===== src/rtl/cp0_pkg.sv =====
// Shared constants for the CP0 exception/interrupt controller: register numbers,
// field positions, PRId, trap vector and exception codes.
package cp0_pkg;

    localparam logic [4:0] REG_COUNT   = 5'd9;
    localparam logic [4:0] REG_COMPARE = 5'd11;
    localparam logic [4:0] REG_SR      = 5'd12;
    localparam logic [4:0] REG_CAUSE   = 5'd13;
    localparam logic [4:0] REG_EPC     = 5'd14;
    localparam logic [4:0] REG_PRID    = 5'd15;

    localparam int SR_IE        = 0;
    localparam int SR_EXL       = 1;
    localparam int SR_IM_LO     = 10;
    localparam int CAUSE_EXC_LO = 2;
    localparam int CAUSE_IP_LO  = 10;
    localparam int CAUSE_BD     = 31;

    localparam logic [31:0] PRID_VALUE  = 32'h2023_0007;
    localparam logic [31:0] TRAP_VECTOR = 32'h0000_4180;

    typedef enum logic [4:0] {
        EXC_INT  = 5'd0,
        EXC_ADEL = 5'd4,
        EXC_ADES = 5'd5,
        EXC_RI   = 5'd10,
        EXC_OV   = 5'd12
    } exc_code_e;

    function automatic logic [31:0] sr_word(input logic [5:0] im, input logic exl,
                                            input logic ie);
        logic [31:0] v;
        v = '0;
        v[SR_IM_LO +: 6] = im;
        v[SR_EXL]        = exl;
        v[SR_IE]         = ie;
        return v;
    endfunction

    function automatic logic [31:0] cause_word(input logic bd, input logic [5:0] ip,
                                               input logic [4:0] exc);
        logic [31:0] v;
        v = '0;
        v[CAUSE_BD]           = bd;
        v[CAUSE_IP_LO +: 6]   = ip;
        v[CAUSE_EXC_LO +: 5]  = exc;
        return v;
    endfunction

endpackage


===== src/rtl/cp0_unit_if.sv =====
// M-stage <-> CP0 signal bundle. master = pipeline side, slave = CP0 side.
interface cp0_unit_if;
    logic        en;
    logic [4:0]  cp0_addr;
    logic [31:0] cp0_wdata;
    logic [31:0] cp0_rdata;
    logic [31:0] vpc;
    logic        bd_in;
    logic [4:0]  exc_code_in;
    logic [5:0]  hw_int;
    logic        eret;
    logic        req;
    logic [31:0] epc_out;

    modport master (
        output en, cp0_addr, cp0_wdata, vpc, bd_in, exc_code_in, hw_int, eret,
        input  cp0_rdata, req, epc_out
    );

    modport slave (
        input  en, cp0_addr, cp0_wdata, vpc, bd_in, exc_code_in, hw_int, eret,
        output cp0_rdata, req, epc_out
    );
endinterface


===== src/rtl/cp0_timer.sv =====
// Count/Compare timer for CP0; only instantiated when CP0_TIMER_EN is defined.
import cp0_pkg::*;

module cp0_timer (
    input  logic        i_clk,
    input  logic        i_reset,
    input  logic        i_wr,
    input  logic [4:0]  i_addr,
    input  logic [31:0] i_wdata,
    output logic [31:0] o_count,
    output logic [31:0] o_compare,
    output logic        o_pending
);
    logic [31:0] r_count;
    logic [31:0] r_compare;
    logic        r_pending;

    always_ff @(posedge i_clk) begin
        if (i_reset) begin
            r_count   <= '0;
            r_compare <= '0;
            r_pending <= 1'b0;
        end else begin
            r_count <= (i_wr && i_addr == REG_COUNT) ? i_wdata : r_count + 32'd1;
            // A Compare write acknowledges the pending tick even if the old value matched.
            if (i_wr && i_addr == REG_COMPARE) begin
                r_compare <= i_wdata;
                r_pending <= 1'b0;
            end else if (r_count == r_compare && r_compare != '0) begin
                r_pending <= 1'b1;
            end
        end
    end

    assign o_count   = r_count;
    assign o_compare = r_compare;
    assign o_pending = r_pending;
endmodule


===== src/rtl/cp0_unit.sv =====
// CP0 exception/interrupt controller: SR/Cause/EPC/PRId, trap decision and flush request.
// Optional Count/Compare timer enabled by defining CP0_TIMER_EN.
import cp0_pkg::*;

module cp0_unit (
    input  logic       clk,
    input  logic       reset,
    cp0_unit_if.slave  bus
);
    logic [5:0]  r_im;
    logic        r_exl;
    logic        r_ie;
    logic        r_bd;
    logic [5:0]  r_ip;
    logic [4:0]  r_exc;
    logic [31:0] r_epc;

    logic [5:0]  w_eff_int;
    logic        w_int_req;
    logic        w_exc_req;
    logic        w_req;
    logic        w_wr;
    logic [31:0] w_epc_trap;

    // Writes from a cancelled (trapping) instruction or alongside eret never land.
    assign w_wr = bus.en && !w_req && !bus.eret;

`ifdef CP0_TIMER_EN
    logic [31:0] w_count;
    logic [31:0] w_compare;
    logic        w_pending;

    cp0_timer u_timer (
        .i_clk     (clk),
        .i_reset   (reset),
        .i_wr      (w_wr),
        .i_addr    (bus.cp0_addr),
        .i_wdata   (bus.cp0_wdata),
        .o_count   (w_count),
        .o_compare (w_compare),
        .o_pending (w_pending)
    );
    assign w_eff_int = bus.hw_int | {w_pending, 5'b0};
`else
    assign w_eff_int = bus.hw_int;
`endif

    assign w_int_req  = (|(w_eff_int & r_im)) && r_ie && !r_exl;
    assign w_exc_req  = (bus.exc_code_in != 5'd0) && !r_exl;
    assign w_req      = w_int_req || w_exc_req;
    assign w_epc_trap = (bus.bd_in ? bus.vpc - 32'd4 : bus.vpc) & 32'hFFFF_FFFC;

    always_ff @(posedge clk) begin
        if (reset) begin
            r_im  <= '0;
            r_exl <= 1'b0;
            r_ie  <= 1'b0;
            r_bd  <= 1'b0;
            r_ip  <= '0;
            r_exc <= '0;
            r_epc <= '0;
        end else begin
            r_ip <= w_eff_int;
            if (w_req) begin
                r_exl <= 1'b1;
                r_exc <= w_int_req ? EXC_INT : bus.exc_code_in;
                r_bd  <= bus.bd_in;
                r_epc <= w_epc_trap;
            end else if (bus.eret) begin
                r_exl <= 1'b0;
            end else if (w_wr) begin
                case (bus.cp0_addr)
                    REG_SR: begin
                        r_im  <= bus.cp0_wdata[SR_IM_LO +: 6];
                        r_exl <= bus.cp0_wdata[SR_EXL];
                        r_ie  <= bus.cp0_wdata[SR_IE];
                    end
                    REG_EPC: r_epc <= bus.cp0_wdata;
                    default: ;
                endcase
            end
        end
    end

    always_comb begin
        bus.cp0_rdata = '0;
        case (bus.cp0_addr)
            REG_SR:      bus.cp0_rdata = sr_word(r_im, r_exl, r_ie);
            REG_CAUSE:   bus.cp0_rdata = cause_word(r_bd, r_ip, r_exc);
            REG_EPC:     bus.cp0_rdata = r_epc;
            REG_PRID:    bus.cp0_rdata = PRID_VALUE;
`ifdef CP0_TIMER_EN
            REG_COUNT:   bus.cp0_rdata = w_count;
            REG_COMPARE: bus.cp0_rdata = w_compare;
`endif
            default:     bus.cp0_rdata = '0;
        endcase
    end

    assign bus.req     = w_req;
    assign bus.epc_out = (bus.en && bus.cp0_addr == REG_EPC) ? bus.cp0_wdata : r_epc;
endmodule


===== src/flat_wrapper.sv =====
// flat-port wrapper written by rule: the top's interface ports become plain ports
module cp0_unit_flat 
  (clk, reset, bus_en, bus_cp0_addr, bus_cp0_wdata, bus_vpc, bus_bd_in, bus_exc_code_in, bus_hw_int, bus_eret, bus_cp0_rdata, bus_req, bus_epc_out);
  cp0_unit_if bus_i ();
  input  logic clk;
  input  logic reset;
  input wire logic [$bits(bus_i.en)-1:0] bus_en;
  input wire logic [$bits(bus_i.cp0_addr)-1:0] bus_cp0_addr;
  input wire logic [$bits(bus_i.cp0_wdata)-1:0] bus_cp0_wdata;
  input wire logic [$bits(bus_i.vpc)-1:0] bus_vpc;
  input wire logic [$bits(bus_i.bd_in)-1:0] bus_bd_in;
  input wire logic [$bits(bus_i.exc_code_in)-1:0] bus_exc_code_in;
  input wire logic [$bits(bus_i.hw_int)-1:0] bus_hw_int;
  input wire logic [$bits(bus_i.eret)-1:0] bus_eret;
  output wire logic [$bits(bus_i.cp0_rdata)-1:0] bus_cp0_rdata;
  output wire logic [$bits(bus_i.req)-1:0] bus_req;
  output wire logic [$bits(bus_i.epc_out)-1:0] bus_epc_out;
  assign bus_i.en = bus_en;
  assign bus_i.cp0_addr = bus_cp0_addr;
  assign bus_i.cp0_wdata = bus_cp0_wdata;
  assign bus_i.vpc = bus_vpc;
  assign bus_i.bd_in = bus_bd_in;
  assign bus_i.exc_code_in = bus_exc_code_in;
  assign bus_i.hw_int = bus_hw_int;
  assign bus_i.eret = bus_eret;
  assign bus_cp0_rdata = bus_i.cp0_rdata;
  assign bus_req = bus_i.req;
  assign bus_epc_out = bus_i.epc_out;
  cp0_unit u_core (.clk(clk), .reset(reset), .bus(bus_i));
endmodule

===== config.mk =====
export PLATFORM = sky130hd
export DESIGN_NAME = cp0_unit_flat
export DESIGN_NICKNAME = d
export VERILOG_FILES = /design/src/rtl/cp0_pkg.sv /design/src/rtl/cp0_unit_if.sv /design/src/rtl/cp0_timer.sv /design/src/rtl/cp0_unit.sv /design/src/flat_wrapper.sv
export SDC_FILE = /design/constraint.sdc
export NUM_CORES = 1
export LEC_CHECK = 0
export BUFFER_PORTS_ARGS = -buffer_cell sky130_fd_sc_hd__buf_4
export CAP_MARGIN = 5
export CORE_ASPECT_RATIO = 1.1
export CORE_MARGIN = 2
export CORE_UTILIZATION = 49
export CTS_BUF_LIST = sky130_fd_sc_hd__clkbuf_4 sky130_fd_sc_hd__clkbuf_8 sky130_fd_sc_hd__clkbuf_16
export DETAILED_ROUTE_END_ITERATION = 7
export GPL_TIMING_DRIVEN = 0
export PLACE_DENSITY = 0.81
export RECOVER_POWER = 100
export SLEW_MARGIN = 20
export SYNTH_ARGS = -nofsm -noshare
export SYNTH_HDL_FRONTEND = slang
export SYNTH_HIERARCHICAL = 1
export SYNTH_SLANG_ARGS = --single-unit

===== constraint.sdc =====
create_clock -name clk -period 4.5 [get_ports clk]
set_clock_uncertainty 0.05 [all_clocks]
set_input_delay 0.225 -clock clk [delete_from_list [all_inputs] [get_ports clk]]
set_output_delay 0.225 -clock clk [all_outputs]
set_load 0.01 [all_outputs]

After elaboration in Yosys (flattened, before gate mapping). Cells that the tools add are included.

Register bits after elaboration: 52. Input bits: 85. Output and inout bits: 65. Word-level logic and storage cells: 50.

Add/sub/neg operators: 1. Equal/unequal tests: 5. Mux-type cells: 12. Bitwise gates (word level): 3. Reduce and logical (&&, ||, !) cells: 21.

Operators with widths (number): $mux W32 (6); $pmux W32 S4 (1); $sub A32 B3 Y32 const B (1); $eq A5 B4 Y1 const B (4); $and A6 B6 Y6 (1); $logic_and A1 B1 Y1 (6); $reduce_and A3 Y1 (2); $reduce_bool A3 Y1 (2); $reduce_or A6 Y1 (1); $mux W5 (1); $reduce_bool A5 Y1 (1); $mux W1 (4); $reduce_and A4 Y1 (1); $reduce_bool A2 Y1 (2); $logic_not A1 Y1 (3); $ne A2 B1 Y1 const B (1); $not A1 Y1 (2); $reduce_and A2 Y1 (1); $reduce_or A2 Y1 (1); $logic_or A1 B1 Y1 (1).

Depth between registers and ports, before layout.
Depth in word-level cells: 11. Gate-level depth with buffers: 7. Mapped depth without buffers: 6.

Least setup slack after synthesis. No wires, ideal clock.

Kind: input to register. From: input bus_vpc[10]. To: register u_core.r_epc[30]. Library setup time: 91 ps. Arrival time: 2116 ps. Data required time: 4359 ps. Slack: 2243 ps. Stages: 5. Buffers on the path: 1. Path through: or4_1 buf_2 or4_4 or4_1 a311oi_1.

Cells in the longest elaborated chain, start to end: 3.

Ends and longest elaborated chain: from (decl) (RTL line flat_wrapper.sv:10) `input wire logic [$bits(bus_i.vpc)-1:0] bus_vpc;`; $sub A32 B3 Y32 (RTL line cp0_unit.sv:51) `assign w_epc_trap = (bus.bd_in ? bus.vpc - 32'd4 : bus.vpc) & 32'hFFFF_FFFC;`; $mux W32 (RTL line cp0_unit.sv:51); $mux W32 (RTL line cp0_unit.sv:64) `if (w_req) begin`; to (signal assigned) (RTL line cp0_unit.sv:68) `r_epc <= w_epc_trap;`; to (signal assigned) (RTL line cp0_unit.sv:78) `REG_EPC: r_epc <= bus.cp0_wdata;`; to (decl) (RTL line cp0_unit.sv:16) `logic [31:0] r_epc;`.

No other way between the ends. A chain may end at the register's enable or synchronous reset.

Worst setup path in the final report.
From: input bus_cp0_addr[1]. To: output bus_epc_out[26].

Cells in the longest elaborated chain, start to end: 3.

Ends and longest elaborated chain: from (decl) (RTL line flat_wrapper.sv:8) `input wire logic [$bits(bus_i.cp0_addr)-1:0] bus_cp0_addr;`; $eq A5 B4 Y1 (RTL line cp0_unit.sv:101) `assign bus.epc_out = (bus.en && bus.cp0_addr == REG_EPC) ? bus.cp0_wdata : r_epc;`; $logic_and A1 B1 Y1 (RTL line cp0_unit.sv:101); $mux W32 (RTL line cp0_unit.sv:101); to (decl) (RTL line flat_wrapper.sv:17) `output wire logic [$bits(bus_i.epc_out)-1:0] bus_epc_out;`.

No other way between the ends.

==> results.py <==
metrics = {
    "pwr": {
        "irDropWorstVdd_mv": 0.148,
        "swShare_pct": 29.9,
        "cellPowerDensity_nw_per_um2": 236,
        "combinationalPowerShare_pct": 26.2,
        "cellLeakagePower_uw": 0.00185,
        "internal_power_uw": 827,
        "power_switching_uw": 353,
        "seqPwrFrac_pct": 44.1,
        "p_clk_share_pct": 29.7,
    },
    "logic_synthesis": {
        "yosys_register_bits": 52,
        "syn_inst": 485,
        "post_synth.cell_area_avg_sq_um": 8.03,
        "yosysWarnings": 6,
        "post_synth_num_cell_types": 46,
        "yosys-top-cells-area": "dfxtp_1 (27%), mux2_2 (9.0%), a2111oi_0 (6.5%)",
        "yosysSeqAreaShare_pct": 26.7,
        "post_synth_instance_area_sq_um": 3900,
        "syn_nets": 571,
        "synth_ff_type": "dfxtp_1",
        "synth-async-reset-ratio_pct": 0,
        "synth-edff-count": 0,
        "synth_top_area_share_pct": 26.7,
        "synth_top_area_cell": "dfxtp_1",
    },
    "critical_path": {
        "r2r_start": "u_core/r_im[3]$_SDFFE_PP0P_",
        "cp_slowest_cell": "clkbuf_1",
        "r2r_slack_ps": 2100,
        "cp_max_fo": 10,
        "max_stage_delay_ps": 620,
        "path_cells": "clkbuf_1 -> nand3b_1 -> clkbuf_1 -> nor2_1 -> clkbuf_1 -> mux2_1 -> buf_4",
        "reg2reg_to": "u_core/r_ie$_SDFFE_PP0P_",
        "r2r_cells": 4,
        "path_class": "input port to primary output",
        "startpoint_type": "input port",
        "cp.arrival_ps": 2570,
        "crit_required_ps": 4220,
        "cpMostUsedCell": "clkbuf_1",
        "end_kind": "primary output",
    },
    "detailed_routing": {
        "ant_nets": 0,
        "avgRoutedWirePerCell_microns": 18.9,
        "vias_per_cell": 6.38,
        "post-route-drc-count": 0,
        "dr_total_vias": 4762,
        "drt_pass1_iterations": 5,
        "drt_iter0_markers": 455,
        "routed_wl_microns": 14100,
    },
    "timing": {
        "slew_viol_final": 0,
        "setup-tns-final_ps": 0,
        "timing.fmax_ghz": 0.352,
        "hold_viol": 0,
        "min_period_over_period_pct": 63.1,
        "layout_min_cycle_time_ps": 2840,
        "tightest_slew_ps": 1270,
        "rsz0062_at_grt": "false",
        "maxSlewHeadroom_pct": 14.5,
        "worst_slack_ps": 1660,
        "setup_viol": 0,
    },
    "hold_path": {
        "hold_depth": 2,
        "hold_path_end": "u_core/r_ip[2]$_SDFF_PP0_",
        "hold_path.class": "input port to flop",
        "worstHoldStart": "bus_hw_int[2]",
    },
    "finish": {
        "fill_cells": 784,
        "area_growth_pct": 28.3,
        "num_antenna_cells": 0,
        "layout-drive-gt1-share_pct": 19.4,
        "nets": 723,
    },
    "clock_tree": {
        "cts_hold_buf": 0,
        "clock_latency_ps": 300,
        "clkSinkCount": 52,
        "post-cts-setup-buffer-count": 0,
        "clk_pin_slew_worst_paths_ps": 100,
        "clockBufferDepth": 2,
        "cts_resized": 0,
        "cts_tree": "yes",
        "cts-htree-levels": 2,
        "cts_buffers": 5,
        "clockRootBuffer": "clkbuf_8",
    },
    "floorplan": {
        "ioPinCount": 150,
        "coreArea_sq_um": 7830,
        "start_util_pct": 49.8,
        "die_w_microns": 89.0,
        "die_height_microns": 97.5,
        "rows": 34,
        "die-area_sq_um": 8680,
    },
    "placed_design": {
        "pre_cts_slack_ps": 1820,
        "hpwl_microns": 11100,
        "place.gp.congestion": 1.05,
        "portBuffers": 145,
    },
    "grt": {
        "grt_start_max_net_pins": 16,
        "grt_antenna_before_repair": 0,
        "grtUsageTotal_pct": 30.7,
        "grt_pass1_vias": 4486,
        "grt_pass1_wl_microns": 21500,
        "overflow": 0,
    },
    "status": {
        "outcome": "finished clean",
    },
    "flow_run": {
        "cap_violations": 0,
    },
}
-- per-stage QoR --
step	instances	util (%)	hold slack [ps]	power [uW]	area, sq um
2_1_floorplan	485	-	303	686	3900
3_3_place_gp	738	65.4	399	848	5120
3_5_place_dp	738	65.4	406	857	5120
4_1_cts	746	67.0	89.1	1200	5250
5_1_grt	746	63.9	96.9	1220	5000
6_report	746	63.9	92.8	1180	5000
-- power groups by stage --
stage	clock [uW]	sequential [uW]	combinational, uW
3_5_place_dp	0	530	327
5_1_grt	364	523	333
3_3_place_gp	0	528	320
6_report	350	521	309
4_1_cts	349	519	328
2_1_floorplan	0	518	168
-- cells by family (layout without fill, tap and decap cells) --
group           Yosys count  after routing  synth area share, %
compound gates          110            110                 21.7
mux                      52             52                 14.4
buf+inv                  77            230                 7.51
flops                    52             52                 26.7
fa+ha+maj                 1              1                0.321
xor+xnor                 11             11                 2.47
simple gates            182            182                 26.9
-- worst max-delay path: cells and delay by family --
kind	cells	cell delay [ps]
AND/OR/NAND/NOR	2	620
buffers and inverters	4	1290
multiplexers	1	430
-- worst max path at each step --
stage                                         end             from  slack, ps
CTS                               bus_epc_out[26]  bus_cp0_addr[0]       1810
global route                      bus_epc_out[26]  bus_cp0_addr[1]       1570
finish                            bus_epc_out[26]  bus_cp0_addr[1]       1660
floorplan           u_core/r_epc[30]$_SDFFE_PP0P_      bus_vpc[10]       2240
global placement                  bus_epc_out[26]  bus_cp0_addr[0]       1850
detailed placement                bus_epc_out[26]  bus_cp0_addr[0]       1820
-- synthesized netlist by cell type (all sizes together) (3+ instances only) --
master   count
nor2        44
nor3         6
or2          5
nor4b        7
a21oi       14
mux2i       21
dfxtp       52
a22oi        8
buf          5
or4         16
or4b         3
o41ai        5
a211oi      10
nor4        28
or3          7
nand4        4
nand3        3
a2111oi     29
xnor2        9
and3        14
a311oi      21
nand2       24
nand4b       4
inv         29
o21ai        8
mux2        31
nand3b       3
o31ai       10
clkbuf      43
nor2b        8
-- cell usage in the layout, fill, tap and decap left out, drive strengths merged, types with 3 or more instances in the layout --
master / Yosys / layout
a22oi: 8 / 8
nand3: 3 / 3
inv: 29 / 29
nand4: 4 / 4
nor2b: 8 / 8
and3: 14 / 14
buf: 5 / 82
nor3: 6 / 6
or4: 16 / 16
a2111oi: 29 / 29
a211oi: 10 / 10
a311oi: 21 / 21
o31ai: 10 / 10
mux2: 31 / 31
mux2i: 21 / 21
dfxtp: 52 / 52
or2: 5 / 5
xnor2: 9 / 9
or3: 7 / 7
a21oi: 14 / 14
clkbuf: 43 / 118
nand2: 24 / 24
nor4: 28 / 28
nor2: 44 / 44
nor4b: 7 / 7
o21ai: 8 / 8
or4b: 3 / 3
nand3b: 3 / 3
nand4b: 4 / 4
o41ai: 5 / 5
-- layer usage --
| metal | GRT usage, % | up-vias | share of wire [%] |
|---|---|---|---|
| met3 | 4.08 | 56 | 9.5 |
| met4 | 12.6 | 0 | 3.3 |
| li1 | - | 2173 | - |
| met2 | 52.5 | 328 | 49 |
| met1 | 38.0 | 2205 | 38 |
| met5 | 0 | - | 0 |
-- registers in the layout (all words and copies together) (netlist names) --
register and cells:
u_core/r_exl 1, u_core/r_ip 6, u_core/r_bd 1, u_core/r_exc 5, u_core/r_epc 32, u_core/r_ie 1
u_core/r_im 6
-- layout make-up --
cell class	count	area, sq um	area share (%)
plain buffers	48	181	3.63
clock buffers	7	96.3	1.93
clock inverters	1	30.0	0.601
inverters	29	109	2.18
multi-input cells	356	2550	51.0
flip-flops and latches	52	1040	20.8
well taps	108	135	2.70
repair buffers	145	856	17.1
Power figures use the tool's default switching activity.
